## src/rtl/accel_sort_pkg.sv

```systemverilog
// Shared constants for the accel_sort user-logic core: register map, control bits, stream FSM states.
package accel_sort_pkg;

  localparam int unsigned DATA_W    = 64;
  localparam int unsigned NUM_CE    = 4;
  localparam int unsigned KEY_WORD_W = 32;
  localparam int unsigned KEY_W     = 4 * KEY_WORD_W;
  localparam int unsigned CNT_W     = 32;

  // Register indices (CE position, reg0 first)
  localparam int unsigned REG_CTRL    = 0;
  localparam int unsigned REG_CMPVAL  = 1;
  localparam int unsigned REG_KEYDATA = 2;
  localparam int unsigned REG_CMD     = 3;

  // CTRL bit positions
  localparam int unsigned CTRL_IDX_CLR  = 0;
  localparam int unsigned CTRL_NO_CMP   = 1;
  localparam int unsigned CTRL_ZERO_KEY = 2;

  // CMD bit positions
  localparam int unsigned CMD_COMMIT    = 3;
  localparam int unsigned CMD_SHADOW_WR = 31;

  // Stream FSM states
  localparam logic [2:0] ST_IDLE    = 3'd0;
  localparam logic [2:0] ST_RD      = 3'd1;
  localparam logic [2:0] ST_WAIT_RD = 3'd2;
  localparam logic [2:0] ST_PROC    = 3'd3;
  localparam logic [2:0] ST_WR_WAIT = 3'd4;
  localparam logic [2:0] ST_WR      = 3'd5;
  localparam logic [2:0] ST_WAIT_WR = 3'd6;

  // Stream control bits decoded from CTRL
  typedef struct packed {
    logic zero_key;
    logic no_compare;
  } ctrl_t;

endpackage

```

## src/rtl/accel_sort_regs.sv

```systemverilog
// Slave register file: CE decode, CTRL/CMPVAL/KEYDATA storage, key shadow/commit and read mux.
module accel_sort_regs
  import accel_sort_pkg::*;
(
  input  logic                  clk,
  input  logic                  rst_n,
  input  logic [NUM_CE-1:0]     wrce,       // bit i selects register i
  input  logic [NUM_CE-1:0]     rdce,       // bit i selects register i
  input  logic [DATA_W-1:0]     wdata,
  input  logic [CNT_W-1:0]      out_count,
  output logic                  idx_clr,    // one-cycle pulse after a CTRL write with bit0 set
  output ctrl_t                 ctrl,
  output logic [DATA_W-1:0]     cmpval,
  output logic [KEY_W-1:0]      active_key, // {k0,k1,k2,k3}, k0 most significant
  output logic [DATA_W-1:0]     rdata_c
);

  logic [KEY_WORD_W-1:0]        keydata;
  logic [3:0][KEY_WORD_W-1:0]   shadow_key; // word i lives at [3-i] so k0 is the MSW
  logic [3:0][KEY_WORD_W-1:0]   active_q;

  assign active_key = active_q;

  // Register writes; commit copies the shadow value held before this cycle
  always_ff @(posedge clk or negedge rst_n) begin
    if (!rst_n) begin
      idx_clr    <= 1'b0;
      ctrl       <= '0;
      cmpval     <= '0;
      keydata    <= '0;
      shadow_key <= '0;
      active_q   <= '0;
    end else begin
      idx_clr <= wrce[REG_CTRL] & wdata[CTRL_IDX_CLR];
      if (wrce[REG_CTRL]) begin
        ctrl.no_compare <= wdata[CTRL_NO_CMP];
        ctrl.zero_key   <= wdata[CTRL_ZERO_KEY];
      end
      if (wrce[REG_CMPVAL]) cmpval <= wdata;
      if (wrce[REG_KEYDATA]) keydata <= wdata[KEY_WORD_W-1:0];
      if (wrce[REG_CMD]) begin
        if (wdata[CMD_SHADOW_WR]) shadow_key[2'd3 - wdata[1:0]] <= keydata;
        if (wdata[CMD_COMMIT]) active_q <= shadow_key;
      end
    end
  end

  // Read mux; CTRL bit0 always reads back as zero
  always_comb begin
    rdata_c = '0;
    if (rdce[REG_CTRL])    rdata_c = DATA_W'({ctrl.zero_key, ctrl.no_compare, 1'b0});
    if (rdce[REG_CMPVAL])  rdata_c = cmpval;
    if (rdce[REG_KEYDATA]) rdata_c = DATA_W'(keydata);
    if (rdce[REG_CMD])     rdata_c = DATA_W'(out_count);
  end

endmodule

```

## src/rtl/accel_sort_user_logic.sv

```systemverilog
// accel_sort user logic: streams words from the write FIFO, XOR-decodes with the active key,
// optionally drops words equal to CMPVAL, and pushes the rest into the read FIFO.
// Bit vectors are descending; wire order keeps the legacy MSB-first numbering (reg0 CE is the MSB).
module accel_sort_user_logic
  import accel_sort_pkg::*;
#(
  parameter int unsigned C_DWIDTH        = 64,
  parameter int unsigned C_NUM_CE        = 4,
  parameter int unsigned C_RDFIFO_DWIDTH = 64,
  parameter int unsigned C_WRFIFO_DWIDTH = 64
) (
  input  logic                         bus2ip_clk,
  input  logic                         bus2ip_reset_n,
  input  logic [C_DWIDTH-1:0]          bus2ip_data,
  input  logic [C_DWIDTH/8-1:0]        bus2ip_be,
  input  logic                         bus2ip_burst,
  input  logic [C_NUM_CE-1:0]          bus2ip_rdce,
  input  logic [C_NUM_CE-1:0]          bus2ip_wrce,
  input  logic                         bus2ip_rdreq,
  input  logic                         bus2ip_wrreq,
  output logic [C_DWIDTH-1:0]          ip2bus_data,
  output logic                         ip2bus_retry,
  output logic                         ip2bus_error,
  output logic                         ip2bus_toutsup,
  output logic                         ip2bus_addrack,
  output logic                         ip2bus_busy,
  output logic                         ip2bus_rdack,
  output logic                         ip2bus_wrack,
  output logic                         ip2wfifo_rdreq,
  input  logic [C_WRFIFO_DWIDTH-1:0]   wfifo2ip_data,
  input  logic                         wfifo2ip_rdack,
  input  logic                         wfifo2ip_almostempty,
  input  logic                         wfifo2ip_empty,
  output logic                         ip2rfifo_wrreq,
  output logic [C_RDFIFO_DWIDTH-1:0]   ip2rfifo_data,
  input  logic                         rfifo2ip_wrack,
  input  logic                         rfifo2ip_almostfull,
  input  logic                         rfifo2ip_full
);

  logic [NUM_CE-1:0]  wrce, rdce;
  logic               idx_clr;
  ctrl_t              ctrl;
  logic [DATA_W-1:0]  cmpval, rdata_c, in_word, dec;
  logic [KEY_W-1:0]   active_key, key_eff;
  logic [CNT_W-1:0]   out_count;
  logic               kidx;
  logic [2:0]         state, state_nxt;
  logic               rdreq_nxt, wrreq_nxt, in_load, out_load, cnt_inc, kidx_tog;
  logic               unused_ok;

  // Reverse CE order so register i is selected by wrce[i]
  assign wrce = {<<{bus2ip_wrce}};
  assign rdce = {<<{bus2ip_rdce}};

  // Register accesses complete in the same cycle they are presented
  assign ip2bus_wrack   = |bus2ip_wrce;
  assign ip2bus_rdack   = |bus2ip_rdce;
  assign ip2bus_addrack = |(bus2ip_wrce | bus2ip_rdce);
  assign ip2bus_retry   = 1'b0;
  assign ip2bus_error   = 1'b0;
  assign ip2bus_toutsup = 1'b0;
  assign ip2bus_busy    = 1'b0;
  assign ip2bus_data    = rdata_c;

  assign unused_ok = ^{bus2ip_be, bus2ip_burst, bus2ip_rdreq, bus2ip_wrreq,
                       wfifo2ip_almostempty, rfifo2ip_almostfull};

  accel_sort_regs u_regs (
    .clk        (bus2ip_clk),
    .rst_n      (bus2ip_reset_n),
    .wrce       (wrce),
    .rdce       (rdce),
    .wdata      (bus2ip_data),
    .out_count  (out_count),
    .idx_clr    (idx_clr),
    .ctrl       (ctrl),
    .cmpval     (cmpval),
    .active_key (active_key),
    .rdata_c    (rdata_c)
  );

  // Decode with the key pair selected by the alternating index
  assign key_eff = ctrl.zero_key ? '0 : active_key;
  assign dec     = in_word ^ (kidx ? key_eff[DATA_W-1:0] : key_eff[KEY_W-1:DATA_W]);

  // Stream FSM state register
  always_ff @(posedge bus2ip_clk or negedge bus2ip_reset_n) begin
    if (!bus2ip_reset_n) state <= ST_IDLE;
    else                 state <= state_nxt;
  end

  // Next-state and datapath strobes; one outstanding request per FIFO
  always_comb begin
    state_nxt = state;
    rdreq_nxt = 1'b0;
    wrreq_nxt = 1'b0;
    in_load   = 1'b0;
    out_load  = 1'b0;
    cnt_inc   = 1'b0;
    kidx_tog  = 1'b0;
    case (state)
      ST_IDLE: begin
        if (!wfifo2ip_empty) begin
          state_nxt = ST_RD;
          rdreq_nxt = 1'b1;
        end
      end
      ST_RD, ST_WAIT_RD: begin
        if (wfifo2ip_rdack) begin
          in_load   = 1'b1;
          state_nxt = ST_PROC;
        end else begin
          state_nxt = ST_WAIT_RD;
        end
      end
      ST_PROC: begin
        kidx_tog = 1'b1;
        if (!ctrl.no_compare && (dec == cmpval)) begin
          state_nxt = ST_IDLE;
        end else begin
          out_load  = 1'b1;
          state_nxt = ST_WR_WAIT;
        end
      end
      ST_WR_WAIT: begin
        if (!rfifo2ip_full) begin
          state_nxt = ST_WR;
          wrreq_nxt = 1'b1;
        end
      end
      ST_WR, ST_WAIT_WR: begin
        if (rfifo2ip_wrack) begin
          cnt_inc   = 1'b1;
          state_nxt = ST_IDLE;
        end else begin
          state_nxt = ST_WAIT_WR;
        end
      end
      default: state_nxt = ST_IDLE;
    endcase
  end

  // Registered FIFO handshakes, data capture, key index and output counter
  always_ff @(posedge bus2ip_clk or negedge bus2ip_reset_n) begin
    if (!bus2ip_reset_n) begin
      ip2wfifo_rdreq <= 1'b0;
      ip2rfifo_wrreq <= 1'b0;
      ip2rfifo_data  <= '0;
      in_word        <= '0;
      kidx           <= 1'b0;
      out_count      <= '0;
    end else begin
      ip2wfifo_rdreq <= rdreq_nxt;
      ip2rfifo_wrreq <= wrreq_nxt;
      if (in_load)  in_word       <= wfifo2ip_data;
      if (out_load) ip2rfifo_data <= dec;
      if (idx_clr) begin
        kidx      <= 1'b0;
        out_count <= '0;
      end else begin
        if (kidx_tog) kidx      <= ~kidx;
        if (cnt_inc)  out_count <= out_count + CNT_W'(1);
      end
    end
  end

endmodule

```

## config.mk

```make
export PLATFORM = sky130hd
export DESIGN_NAME = accel_sort_user_logic
export DESIGN_NICKNAME = d
export VERILOG_FILES = /design/src/rtl/accel_sort_pkg.sv /design/src/rtl/accel_sort_regs.sv /design/src/rtl/accel_sort_user_logic.sv
export SDC_FILE = /design/constraint.sdc
export NUM_CORES = 1
export LEC_CHECK = 0
export ABC_CLOCK_PERIOD_IN_PS = 3340
export BUFFER_PORTS_ARGS = -buffer_cell sky130_fd_sc_hd__buf_2
export CAP_MARGIN = 25
export CORE_MARGIN = 3
export CORE_UTILIZATION = 55
export CTS_CLUSTER_DIAMETER = 80
export DETAILED_ROUTE_END_ITERATION = 10
export GPL_ROUTABILITY_DRIVEN = 1
export PLACE_DENSITY_LB_ADDON = 0.05
export SYNTH_ARGS = -nofsm -noshare
export SYNTH_HDL_FRONTEND = slang
export SYNTH_SLANG_ARGS = --single-unit
export TNS_END_PERCENT = 100
```

## constraint.sdc

```tcl
create_clock -name bus2ip_clk -period 3.34 [get_ports bus2ip_clk]
set_input_delay 0 -clock bus2ip_clk [delete_from_list [all_inputs] [get_ports bus2ip_clk]]
set_output_delay 0 -clock bus2ip_clk [all_outputs]
set_load 0.02 [all_outputs]
```

; After elaboration in Yosys (flattened, before gate mapping)
; Cells that the tools add are included.
[word_totals]
ff_bits = 521
in_bits = 155
out_inout_bits = 137
elab_cells = 81
[classes]
add_sub_neg = 2
n_lt_le_gt_ge = 2
eq_ne = 9
n_mux = 30
bitwise = 4
reduce_logical = 14
[op_table]
columns = cell, count
row1 = $mux W64, 4
row2 = $bwmux W128, 1
row3 = $mux W128, 1
row4 = $mux W32, 3
row5 = $demux W32 S2, 1
row6 = $eq A64 B64 Y1, 1
row7 = $xor A64 B64 Y64, 1
row8 = $add A32 B1 Y32 const B, 1
row9 = $mux W3, 5
row10 = $pmux W3 S5, 1
row11 = $mux W1, 14
row12 = $reduce_or A4 Y1, 3
row13 = $eq A3 B3 Y1 const B, 3
row14 = $eq A3 B2 Y1 const B, 2
row15 = $reduce_and A2 Y1, 3
row16 = $ne A2 B2 Y1 const B, 2
row17 = $or A4 B4 Y4, 1
row18 = $reduce_bool A2 Y1, 2
row19 = $reduce_or A2 Y1, 2
row20 = $eq A3 B1 Y1 const B, 1
row21 = $logic_not A3 Y1, 1
row22 = $lt A2 B3 Y1 const B, 1
row23 = $ge A2 B1 Y1 const B, 1
row24 = $logic_and A1 B1 Y1, 2
row25 = 4 further kinds, 4

; Logic depth before layout (Yosys ltp)
[depth]
depth_word = 7
depth_mapped = 13
ltp_nobuf = 8

; Cells and area by module
; Synthesis repeated with hierarchy kept, for this count alone.
[hier_totals]
hier_cells = 1852
area_unflattened_um2 = 23934.2
[modules_own_cells]
columns = mod, instances, cells_per_inst, area_per_inst_um2, seq_area_each_um2
row1 = accel_sort_regs, 1, 938, 14202.4, 8883.5
row2 = accel_sort_user_logic, 1, 914, 9731.8, 4154.0

; Worst setup path after synthesis
; OpenSTA, ideal clock, no wires.
[synth_path]
path_kind = register to register
from = register kidx
to = register ip2rfifo_data[0]
setup_ns = 0.128
t_arrival_ns = 2.701
required_time_ns = 3.212
setup_slack_ns = 0.511
path_stages_with_launch = 14
path_buffers = 5
synth_period_minus_slack_ns = 2.829
path_cell_list = dfrtp_1 -> buf_4 -> buf_4 -> buf_2 -> mux2i_1 -> nor2_1 -> xnor2_1 -> nand4_1 -> nor4b_1 -> nand4_1 -> o21ai_1 -> buf_4 -> buf_6 -> mux2_1
[synth_between]
elab_chain_len = 6
[synth_rtl]
columns = element, line_no
row1 = "start, declared", accel_sort_user_logic.sv:47  ; logic kidx;
row2 = "start signal, assigned", accel_sort_user_logic.sv:162  ; if (kidx_tog) kidx <= ~kidx;
row3 = $mux W64 *, accel_sort_user_logic.sv:85  ; assign dec = in_word ^ (kidx ? key_eff[DATA_W-1:0] : key_eff[KEY_W-1:DATA_W]);
row4 = $xor A64 B64 Y64 *, accel_sort_user_logic.sv:85
row5 = $eq A64 B64 Y1, accel_sort_user_logic.sv:119  ; if (!ctrl.no_compare && (dec == cmpval)) begin
row6 = $logic_and A1 B1 Y1, accel_sort_user_logic.sv:119
row7 = $mux W1, accel_sort_user_logic.sv:119
row8 = $mux W1, accel_sort_user_logic.sv:102  ; case (state)
row9 = "end signal, assigned", accel_sort_user_logic.sv:149  ; ip2rfifo_data <= '0;
row10 = "end signal, assigned", accel_sort_user_logic.sv:157  ; if (out_load) ip2rfifo_data <= dec;
row11 = "end, declared", accel_sort_user_logic.sv:35  ; output logic [C_RDFIFO_DWIDTH-1:0] ip2rfifo_data,
; Every way passes the cells marked *; elsewhere a longest branch is shown, timed or not.
; A chain may end at the register's enable or synchronous reset.

; Worst setup path in the final report
[layout_path]
from = register kidx
to = register ip2rfifo_data[32]
; The elaborated chain is that of the path after synthesis.

==> key figures <==
Routing
  – Post-route ant nets: 0
  – Routed wire length: 70,500 um
  – Post-DR wirelength/cell: 24.1 um
  – DR DRC count: 0
  – DRT Pass-1 Iters: 5
  – Routed via count: around 17,000
  – Initial drt markers: roughly 1,200
  – Vias per cell: between 5 and 6

Run status
  – Failing checks: negative setup slack
  – Status: finished, violations left

STA
  – RSZ-0062 raised after global routing: true
  – Final WS setup: -108 ps
  – F_max: 290 MHz
  – Setup-failing EPs final: 60
  – Slew at the pin with the worst max-slew slack: slightly above 1000 ps
  – Max-slew violations: 0
  – Worst Clk Skew: 20.0 ps
  – Tmin final: 3450 ps
  – Rel. slew slack: 32.0%
  – Period utilisation layout: 103%
  – Hold Vio Cnt, Final: 0

Setup path
  – Crit Path Class: reg2reg
  – Reg2reg setup slack: -110 ps
  – Largest stage delay on the critical path: 510 ps
  – Critical path capture point type: flip-flop
  – Reg2reg start: kidx
  – FF-to-FF End: ip2rfifo_data[32]
  – Critical path required time: 3820 ps
  – Kind of start point of the critical path: flip-flop
  – Crit path top cell by count: buf_12
  – Worst setup startpoint: kidx
  – Critical path arrival: 3930 ps
  – Crit Path Max Fanout: 8
  – CP max-delay cell: dfrtp_4
  – Critical-path cell list: buf_12 > buf_12 > mux2i_1 > or3_1 > a21oi_1 > a2111o_1 > nor4_2 > nand4_1 > o21ai_4 > buf_12 > clkbuf_16 > mux2_4
  – R2r worst-path depth: 12

Yosys
  – Register area share after synthesis: 55.1%
  – Ys flop type: dfrtp_1
  – Mapped Cells: 1,862
  – Number of synthesized register bits: 521
  – Syn_area_per_cell: 12.7 um^2
  – FFs w/ async S/R, synth: 100%
  – Post-synth cell types: slightly above 50
  – Synthesized cell area: roughly 0.024 mm^2
  – YS warnings: 0
  – Post-synth EDFFs: 0

Global route
  – Largest net degree at the start of global routing: 95
  – GRT Total Usage: 30.7%
  – Vias in the first global route: 17,200
  – Global-route wire length before repair: 104,000 um
  – Antenna violations before repair: 5
  – GR Overflow Total: 0

Power and ir drop
  – PD cells: between 800 and 900 mW/mm^2
  – Tot Pwr: roughly 25 mW
  – Static leakage: 14.0 nW
  – Peak supply drop: roughly 0.55 mV

Placed design
  – Pre-CTS WS: -342 ps
  – DP HPWL: approximately 47,000 um
  – GPL Wtd Cong: 0.880
  – PortBufs: roughly 270

Clocking
  – CTS tree: yes
  – CTS buffer count: 53
  – Root buffer cell: clkbuf_16
  – H-tree depth: 2
  – Clk sinks: 521
  – CTS Buffer Depth: 3
  – Worst skew pair latency: between 600 and 700 ps
  – Clk pin slew, worst setup/hold paths: 60 ps

Floorplanning
  – Row cnt: 75
  – Starting Density: 56.0%
  – Total core area: 0.0422 mm^2
  – Die Area: 0.0455 mm^2
  – Die width: about 210 um
  – Top Ports: 292
  – Die Span Y: 213 um

Finish
  – Most common cell after layout, fill and taps aside: dfrtp_1
  – Layout area overhead: 28.5%
  – # nets final: 2,507
  – # diodes: 0
  – Commonest cells after routing, fill and taps aside: dfrtp_1, mux2_2, buf_2, dlygate4sd3_1, nor2_1
  – Layout cells sized above 1: 41.6%

Min path
  – Worst hold-check path type: in2async

Run
  – Max_cap viols: 0
==> registers in the layout, summed over array words and instances, names as in the netlist <==
signal             cells
u_regs.active_key    128
u_regs.shadow_key    128
in_word               64
ip2rfifo_data         64
u_regs.cmpval         64
out_count             32
u_regs.keydata        32
state                  3
u_regs.ctrl            2
ip2rfifo_wrreq         1
ip2wfifo_rdreq         1
kidx                   1
u_regs.idx_clr         1
==> Yosys cell counts (all sizes together) (4+ instances only) <==
library cell,instances,area [um^2]
xor2,75,657
nand4,17,106
nor2,134,503
or4,4,30.0
nor2b,13,81.3
o21a,6,45.0
o21ai,64,320
inv,25,93.8
dfrtp,521,13000
mux2,461,5190
a21oi,47,235
nor4b,4,35.0
or3,19,119
nor3,14,70.1
mux2i,83,831
nand3,19,95.1
nand2,102,383
or2,5,31.3
buf,37,221
o2111ai,4,35.0
clkbuf,64,240
and2,34,213
nor4,9,56.3
xnor2,51,447
and3,4,25.0
xnor3,11,248
==> stage by stage <==
stage	TNS, ps	util (%)	cell area, um^2	hold WS (ps)	cells
finish	-4100	72.0	30400	66.3	2932
detailed placement	-17440	62.1	26200	109	2673
global route	-5360	72.0	30400	109	2932
global placement	-14420	62.1	26200	103	2672
floorplan	0	-	23700	-296	1865
CTS	-2310	71.0	30000	65.2	2920
==> critical path: cells and delay by family (launching register included) <==
family,cells,cell delay (ps)
buffers and inverters,4,680
AOI/OAI and AO/OA,3,760
muxes,2,710
DFF,1,510
and+or+nand+nor,3,640
==> where the power goes <==
part	leakage (nW)	switching (mW)	internal (mW)
logic	6.75	4.33	4.74
clock network	0.957	2.52	3.99
registers	6.29	1.55	8.24
total	14.0	8.40	17.0
==> worst max-delay path by stage <==
stage / endpoint / cells after the start
after global placement: ip2rfifo_data[12] / 11
after floorplan: ip2rfifo_data[0] / 13
after detailed placement: ip2rfifo_data[4] / 11
final: ip2rfifo_data[32] / 12
after global routing: ip2rfifo_data[30] / 13
after CTS: ip2rfifo_data[0] / 12
==> cells by family (layout without fill, tap and decap cells) <==
kind of cell / Yosys count / count (layout) / synth area share [%]
xor gates and xnor gates: 138 / 138 / 5.81
muxes: 544 / 544 / 25.5
other: 1 / 4 / 0.0159
buffers and inverters: 126 / 654 / 2.35
AOI/OAI and AO/OA: 147 / 147 / 3.64
adders and majority gates: 1 / 1 / 0.0529
DFF: 521 / 521 / 55.1
and+or+nand+nor: 384 / 384 / 7.57
==> layout make-up <==
class / instances / area [um^2]
Clock buffer: 77 / 1590
Clock inverter: 20 / 350
Fill cell: 2942 / 11800
Inverter: 25 / 93.8
Multi-Input combinational cell: 1218 / 10500
Sequential cell: 521 / 13000
Tap cell: 539 / 674
Timing Repair Buffer: 532 / 4140
==> repair_timing <==
action | 4_1_cts | 5_1_grt
gates cloned | 5 | 4
hold buffers | 136 | 0
endpoints found under the hold margin | 302 | 0
resized for setup | 55 | 66
setup endpoints to repair | 64 | 64
pin swaps | 7 | 10
buffers inserted | 9 | 8
==> routing by layer <==
layer	routed length, um	global-route usage (%)	share of wire [%]
met5	13	0	0.018
met4	2790	12.6	3.9
met3	4080	4.78	5.8
met2	32900	48.8	47
met1	30800	42.8	44
No activity file was read; power rests on OpenSTA's default activity.
